--- config.mk ---
export PLATFORM = sky130hd
export DESIGN_NAME = cordic_prep_pipe
export DESIGN_NICKNAME = d
export VERILOG_FILES = /design/src/rtl/cordic_prep_pipe.sv
export SDC_FILE = /design/constraint.sdc
export NUM_CORES = 2
export LEC_CHECK = 0
export ABC_AREA = 1
export CAP_MARGIN = 10
export CORE_AREA = 4 4 412 414
export DETAILED_ROUTE_END_ITERATION = 10
export DIE_AREA = 0 0 416 418
export PLACE_DENSITY = 0.64
export RECOVER_POWER = 25
export SETUP_SLACK_MARGIN = 0.4
export SLEW_MARGIN = 10
export SYNTH_ARGS = -nofsm -noshare
export SYNTH_HDL_FRONTEND = slang
export SYNTH_HIERARCHICAL = 1
export SYNTH_SLANG_ARGS = --single-unit
--- constraint.sdc ---
create_clock -name clk -period 26.4 [get_ports clk]
set_clock_uncertainty 0.05 [all_clocks]
set_input_delay 2.64 -clock clk [delete_from_list [all_inputs] [get_ports clk]]
set_output_delay 2.64 -clock clk [all_outputs]
set_load 0.03 [all_outputs]
--- src/rtl/cordic_prep_pipe.sv ---
// cordic_prep_pipe: streaming front-end producing x/2, x^2 and an offset/scaled fixed angle word
// for the CORDIC core, with a credit-protected in-order output FIFO.

// fp_mul: binary32 multiplier, round-to-nearest-even, denormals flushed, LATENCY register stages.
module fp_mul #(
    parameter int LATENCY = 5
) (
    input  logic        clk,
    input  logic        i_en,
    input  logic [31:0] i_a,
    input  logic [31:0] i_b,
    output logic [31:0] o_p
);
    logic [7:0]        w_ea, w_eb;
    logic              w_an, w_ai, w_az, w_bn, w_bi, w_bz, w_s, w_norm, w_g, w_st;
    logic [47:0]       w_p;
    logic [22:0]       w_frac;
    logic [23:0]       w_rnd;
    logic signed [9:0] w_e;
    logic [31:0]       w_res;
    logic [31:0]       r_p [LATENCY];

    assign w_ea   = i_a[30:23];
    assign w_eb   = i_b[30:23];
    assign w_an   = (&w_ea) & (|i_a[22:0]);
    assign w_ai   = (&w_ea) & ~(|i_a[22:0]);
    assign w_az   = ~(|w_ea);
    assign w_bn   = (&w_eb) & (|i_b[22:0]);
    assign w_bi   = (&w_eb) & ~(|i_b[22:0]);
    assign w_bz   = ~(|w_eb);
    assign w_s    = i_a[31] ^ i_b[31];
    assign w_p    = 48'({1'b1, i_a[22:0]}) * 48'({1'b1, i_b[22:0]});
    assign w_norm = w_p[47];
    assign w_frac = w_norm ? w_p[46:24] : w_p[45:23];
    assign w_g    = w_norm ? w_p[23] : w_p[22];
    assign w_st   = w_norm ? |w_p[22:0] : |w_p[21:0];
    // A rounding carry turns 1.11..1 into 10.0, so the fraction becomes zero and the exponent bumps.
    assign w_rnd  = {1'b0, w_frac} + {23'b0, w_g & (w_st | w_frac[0])};
    assign w_e    = $signed({2'b0, w_ea}) + $signed({2'b0, w_eb}) + $signed({9'b0, w_norm})
                  + $signed({9'b0, w_rnd[23]}) - 10'sd127;
    assign w_res  = (w_an | w_bn | (w_ai & w_bz) | (w_bi & w_az)) ? 32'h7FC00000 :
                    (w_ai | w_bi | (w_e > 10'sd254))             ? {w_s, 8'hFF, 23'b0} :
                    (w_az | w_bz | (w_e < 10'sd1))               ? {w_s, 31'b0} :
                    {w_s, w_e[7:0], w_rnd[23] ? 23'b0 : w_rnd[22:0]};

    always_ff @(posedge clk) begin
        if (i_en) begin
            r_p[0] <= w_res;
            for (int i = 1; i < LATENCY; i++) r_p[i] <= r_p[i-1];
        end
    end

    assign o_p = r_p[LATENCY-1];
endmodule

module cordic_prep_pipe #(
    parameter int                FLT_W       = 32,
    parameter int                MUL_LATENCY = 5,
    parameter int                FRAC_BITS   = 14,
    parameter int                CONV_W      = 24,
    parameter logic [CONV_W-1:0] OFFSET      = 24'h200000,
    parameter int                SHIFT       = 7,
    parameter int                OUT_W       = 22,
    parameter int                FIFO_DEPTH  = 8
) (
    input  logic             clk,
    input  logic             rst,
    input  logic             in_valid,
    output logic             in_ready,
    input  logic [FLT_W-1:0] x,
    output logic             out_valid,
    input  logic             out_ready,
    output logic [FLT_W-1:0] half,
    output logic [FLT_W-1:0] square,
    output logic [OUT_W-1:0] x_fixed,
    output logic             sat
);
    localparam int ML = MUL_LATENCY;
    localparam int MW = CONV_W + 1;
    localparam int PW = $clog2(FIFO_DEPTH);
    localparam int CW = PW + 1;
    localparam int EW = 2 * FLT_W + OUT_W + 1;
    localparam logic [MW-1:0]        C_MAX = MW'((64'd1 << (CONV_W - 1)) - 64'd1);
    localparam logic signed [63:0]   O_MAX = (64'sd1 <<< (OUT_W - 1)) - 64'sd1;
    localparam logic signed [63:0]   O_MIN = -O_MAX - 64'sd1;

    logic                     w_acc, w_wr, w_rd, w_nan, w_covf, w_oovf;
    logic [7:0]               w_e8;
    logic signed [9:0]        w_sh;
    logic [MW-1:0]            w_mag;
    logic [CONV_W-1:0]        w_c;
    logic signed [CONV_W:0]   w_d, w_q;
    logic signed [63:0]       w_qx;
    logic [OUT_W-1:0]         w_xf;
    logic [FLT_W-1:0]         w_half, w_sq;
    logic [ML-1:0]            r_vld;
    logic [FLT_W-1:0]         r_half [ML];
    logic [OUT_W-1:0]         r_xf [ML];
    logic                     r_sat [ML];
    logic [EW-1:0]            r_mem [FIFO_DEPTH];
    logic [PW-1:0]            r_wp, r_rp;
    logic [CW-1:0]            r_cnt, r_infl;

    assign w_acc    = in_valid & in_ready & ~rst;
    assign w_wr     = r_vld[ML-1];
    assign w_rd     = out_valid & out_ready;
    assign in_ready = ({1'b0, r_infl} + {1'b0, r_cnt}) < (CW + 1)'(FIFO_DEPTH);
    assign out_valid = r_cnt != '0;

    assign w_e8   = x[30:23];
    assign w_half = (w_e8 < 8'd2) ? {x[31], 31'b0} : (&w_e8) ? x : {x[31], w_e8 - 8'd1, x[22:0]};

    // w_sh is the left shift that scales the 24-bit significand to FRAC_BITS fractional bits.
    assign w_nan  = (&w_e8) & (|x[22:0]);
    assign w_sh   = $signed({2'b0, w_e8}) - $signed(10'(150 - FRAC_BITS));
    assign w_mag  = w_sh[9] ? MW'({|w_e8, x[22:0]}) >> 10'(-w_sh) : MW'({|w_e8, x[22:0]}) << w_sh;
    assign w_covf = ~w_nan & ((w_sh > $signed(10'(CONV_W - 24))) | (x[31] ? (w_mag > C_MAX + 1'b1) : (w_mag > C_MAX)));
    assign w_c    = w_nan  ? '0 :
                    w_covf ? (x[31] ? {1'b1, {(CONV_W-1){1'b0}}} : {1'b0, {(CONV_W-1){1'b1}}}) :
                    x[31]  ? -w_mag[CONV_W-1:0] : w_mag[CONV_W-1:0];
    assign w_d    = $signed({w_c[CONV_W-1], w_c}) - $signed({OFFSET[CONV_W-1], OFFSET});
    assign w_q    = w_d >>> SHIFT;
    assign w_qx   = {{(63-CONV_W){w_q[CONV_W]}}, w_q};
    assign w_oovf = (w_qx > O_MAX) | (w_qx < O_MIN);
    assign w_xf   = (w_qx > O_MAX) ? O_MAX[OUT_W-1:0] : (w_qx < O_MIN) ? O_MIN[OUT_W-1:0] : w_qx[OUT_W-1:0];

    fp_mul #(.LATENCY(ML)) u_sq (
        .clk  (clk),
        .i_en (1'b1),
        .i_a  (x),
        .i_b  (x),
        .o_p  (w_sq)
    );

    always_ff @(posedge clk) begin
        r_half[0] <= w_half;
        r_xf[0]   <= w_xf;
        r_sat[0]  <= w_nan | w_covf | w_oovf;
        for (int i = 1; i < ML; i++) begin
            r_half[i] <= r_half[i-1];
            r_xf[i]   <= r_xf[i-1];
            r_sat[i]  <= r_sat[i-1];
        end
        if (w_wr) r_mem[r_wp] <= {r_half[ML-1], w_sq, r_xf[ML-1], r_sat[ML-1]};
        if (rst) begin
            r_vld  <= '0;
            r_wp   <= '0;
            r_rp   <= '0;
            r_cnt  <= '0;
            r_infl <= '0;
        end else begin
            r_vld  <= {r_vld[ML-2:0], w_acc};
            r_wp   <= r_wp + PW'(w_wr);
            r_rp   <= r_rp + PW'(w_rd);
            r_cnt  <= r_cnt + CW'(w_wr) - CW'(w_rd);
            r_infl <= r_infl + CW'(w_acc) - CW'(w_wr);
        end
    end

    assign {half, square, x_fixed, sat} = out_valid ? r_mem[r_rp] : '0;
endmodule

==> impl_metrics.env <==
export IMPL_synth_distinct_cells=60
export IMPL_critical_path_max_stage_delay_ns=0.64
export IMPL_synth_enable_flop_cells=832
export IMPL_path_clk_slew_ns=0.06
export IMPL_use_met3=0.02038
export IMPL_cts_root_buf="clkbuf_16"
export IMPL_grt_setup_unrepaired="false"
export IMPL_row_count=150
export IMPL_cts_buffers=97
export IMPL_cp_start_kind="input pin"
export IMPL_cap_violations=0
export IMPL_slew_headroom=0.3026
export IMPL_min_period_over_period=0.4708
export IMPL_netlist_area_um2=64400
export IMPL_htree_levels=3
export IMPL_fmax_ghz=0.08046
export IMPL_synthTopCellsByCount="nand2_1 (1,380), inv_1 (1,166), edfxtp_1 (832), nor2_1 (720), fa_1 (486)"
export IMPL_core_um2=166300
export IMPL_synth_area_leaders="edfxtp_1 (39%), fa_1 (15%), dfxtp_1 (8.7%)"
export IMPL_fp_dieW_um=416
export IMPL_dp_hpwl_um=101800
export IMPL_gr_total_overflow=0
export IMPL_cts_tree="built"
export IMPL_drt_initial_drc_count=3364
export IMPL_initial_core_util=0.3873
export IMPL_io_pins=125
export IMPL_cp_max_fo=54
export IMPL_drt_pass1_iterations=6
export IMPL_synth_area_per_cell_um2=9.547
export IMPL_crit_type="input pin to flop"
export IMPL_routed_wirelength_um=155700
export IMPL_yosys_area_top_type_share=0.3879
export IMPL_fin_crit_ns=12.43
export IMPL_async_reset_ff_frac=0
export IMPL_drive_above_1_share=0.05164
export IMPL_synth_cells=6746
export IMPL_hold_viol=0
export IMPL_yosys_area_top_type="edfxtp_1"
export IMPL_finish_utilization=0.4270
export IMPL_maxSlewViolCount=0
export IMPL_synth_seq_cells=1111
export IMPL_dieHeight_um=418
export IMPL_whs_ns=0.2403
export IMPL_clock_sinks=1111
export IMPL_tns_ns=0
export IMPL_cts_path_max_buffers=3
export IMPL_clock_latency_ns=0.69
export IMPL_yosys_cell_count_top_type="nand2_1"
export IMPL_grt_usage=0.1785
export IMPL_grt_use_met1=0.2347
export IMPL_cpMostUsedCell="nand2_1"
export IMPL_status="completed"
export IMPL_die_area_um2=173900
export IMPL_ant_nets=0
export IMPL_worstPathRequired_ns=26.89
export IMPL_detail_route_wl_per_cell_um=17.04
export IMPL_critPathSlowestCell="buf_4"
export IMPL_seq_area_frac_synth=0.4747
export IMPL_io_buffers=124
export IMPL_arrival_ns=12.91
export IMPL_setup_violations_final=0
export IMPL_busiest_layer="met2"
export IMPL_antenna_found_initial=12
export IMPL_worst_path_buf_inv=9
export IMPL_ctsHoldBuffers=0
export IMPL_drc_errors=0
export IMPL_route_vias_total=44690
export IMPL_synth_warnings=6
export IMPL_hp_class="flop to flop"
export IMPL_grt_pass1_vias=44960
export IMPL_grt_pass1_wl_um=247900
export IMPL_critPathTopFamily="adder cells"
export IMPL_place_gp_congestion=0.9267
export IMPL_end_kind="flop"
export IMPL_viasPerCell=4.890
export IMPL_nets=7582
export IMPL_post_cts_setup_buffers=0
export IMPL_worst_slew_pin_slew_ns=1.046
export IMPL_areaGrowthSynthToFinish_pct=10.24
export IMPL_use_met2=0.3132
export IMPL_synth_top_flop_cell="edfxtp_1"
export IMPL_cts_resized=0
export IMPL_grt_max_degree=183
cells by family (layout without fill, tap and decap cells):
kind of cell             Yosys count  count (layout)  share of synthesized area
AND/OR/NAND/NOR                 2593            2593                     0.1680
buffers and inverters           1526            1554                    0.09308
flip-flops                      1111            1111                     0.4747
AO/OA/AOI/OAI                    774             774                    0.06615
adder cells (fa/ha/maj)          697             697                     0.1921
XOR/XNOR                          43              43                   0.005848
other                              1             161                 0.00005823
multiplexers                       1               1                  0.0001554
routing by layer:
metal / up-vias / wire [um]
met5: - / 13
li1: 21450 / -
met4: 2 / 3585
met2: 1203 / 77260
met3: 234 / 7397
met1: 21790 / 67490
worst reg2reg max path: stages, from the launching register on:
cell and delay (ns):
dfxtp_1 0.33, inv_1 0.06, ha_1 0.23, nand3_4 0.45, buf_4 0.69, and2_1 0.27, ha_1 0.20, inv_1 0.06
ha_1 0.26, nand2_1 0.06, nor2_1 0.04, a211oi_1 0.24, nand2_1 0.08, nor3b_1 0.14
final cells by class:
cell class,instances,area (um^2)
Multi-Input combinational cell,4268,28510
Tap cell,2204,2758
Clock inverter,39,376.6
Sequential cell,1111,30580
Inverter,1186,4467
Clock buffer,144,2718
Antenna cell,1,2.502
Timing Repair Buffer,185,1592
Fill cell,15910,95290
placed cells by master, fill, tap and decap left out, types with 5 or more instances in the layout:
master	Yosys	final
edfxtp_1	832	832
xor2_1	27	27
clkbuf_1	254	39
o21ai_1	10	10
fa_1	486	486
nor2_2	22	22
clkbuf_16	0	100
nor2_1	720	712
o211ai_1	8	8
a21oi_2	13	13
clkinv_2	0	15
clkbuf_8	0	5
clkdlybuf4s50_1	0	100
inv_1	1166	1163
conb_1	1	160
dfxtp_1	279	277
nand2_2	22	22
nor3_1	12	12
nor4_1	23	23
xnor2_1	16	16
nand2_4	8	8
a31oi_1	85	85
nand2_1	1380	1380
clkinv_1	3	10
nand4_1	52	52
o21ai_0	474	474
nor2_4	12	20
nand3b_1	9	9
buf_4	38	60
buf_2	16	24
clkinvlp_4	0	5
o21bai_1	6	6
ha_1	211	211
o22ai_1	84	84
inv_2	16	16
a21oi_1	70	70
nand3_1	304	303
nand3_2	14	14
final timing paths:
kind | end | depth (start not counted) | startpoint | slack (ns)
max reg2reg | r_cnt[3] | 13 | r_cnt[2] | 23.09
max | u_sq/r_p[0][20] | 46 | x[18] | 13.97
min reg2reg | r_half[0][72] | 0 | r_half[0][40] | 0.24
min | r_half[0][72] | 0 | r_half[0][40] | 0.24
through the flow:
stage,std cells,worst slack (ns),instance area [um^2]
3_3_place_gp,8954,13.55,67900
6_report,9138,13.97,71000
5_1_grt,9137,13.15,71000
4_1_cts,9137,14.18,71000
2_1_floorplan,6905,14.90,65000
3_5_place_dp,8954,13.43,67900
state kept, by name, indices dropped and copies added (netlist names):
name,cells
r_cnt,4
r_half,160
r_infl,4
r_mem,672
r_rp,3
r_sat,5
r_vld,5
r_wp,3
r_xf,95
u_sq/r_p,160
Power is left out: the tool's default activity adds up to more than one toggle a clock period on the data nets, which glitch-free logic cannot reach.
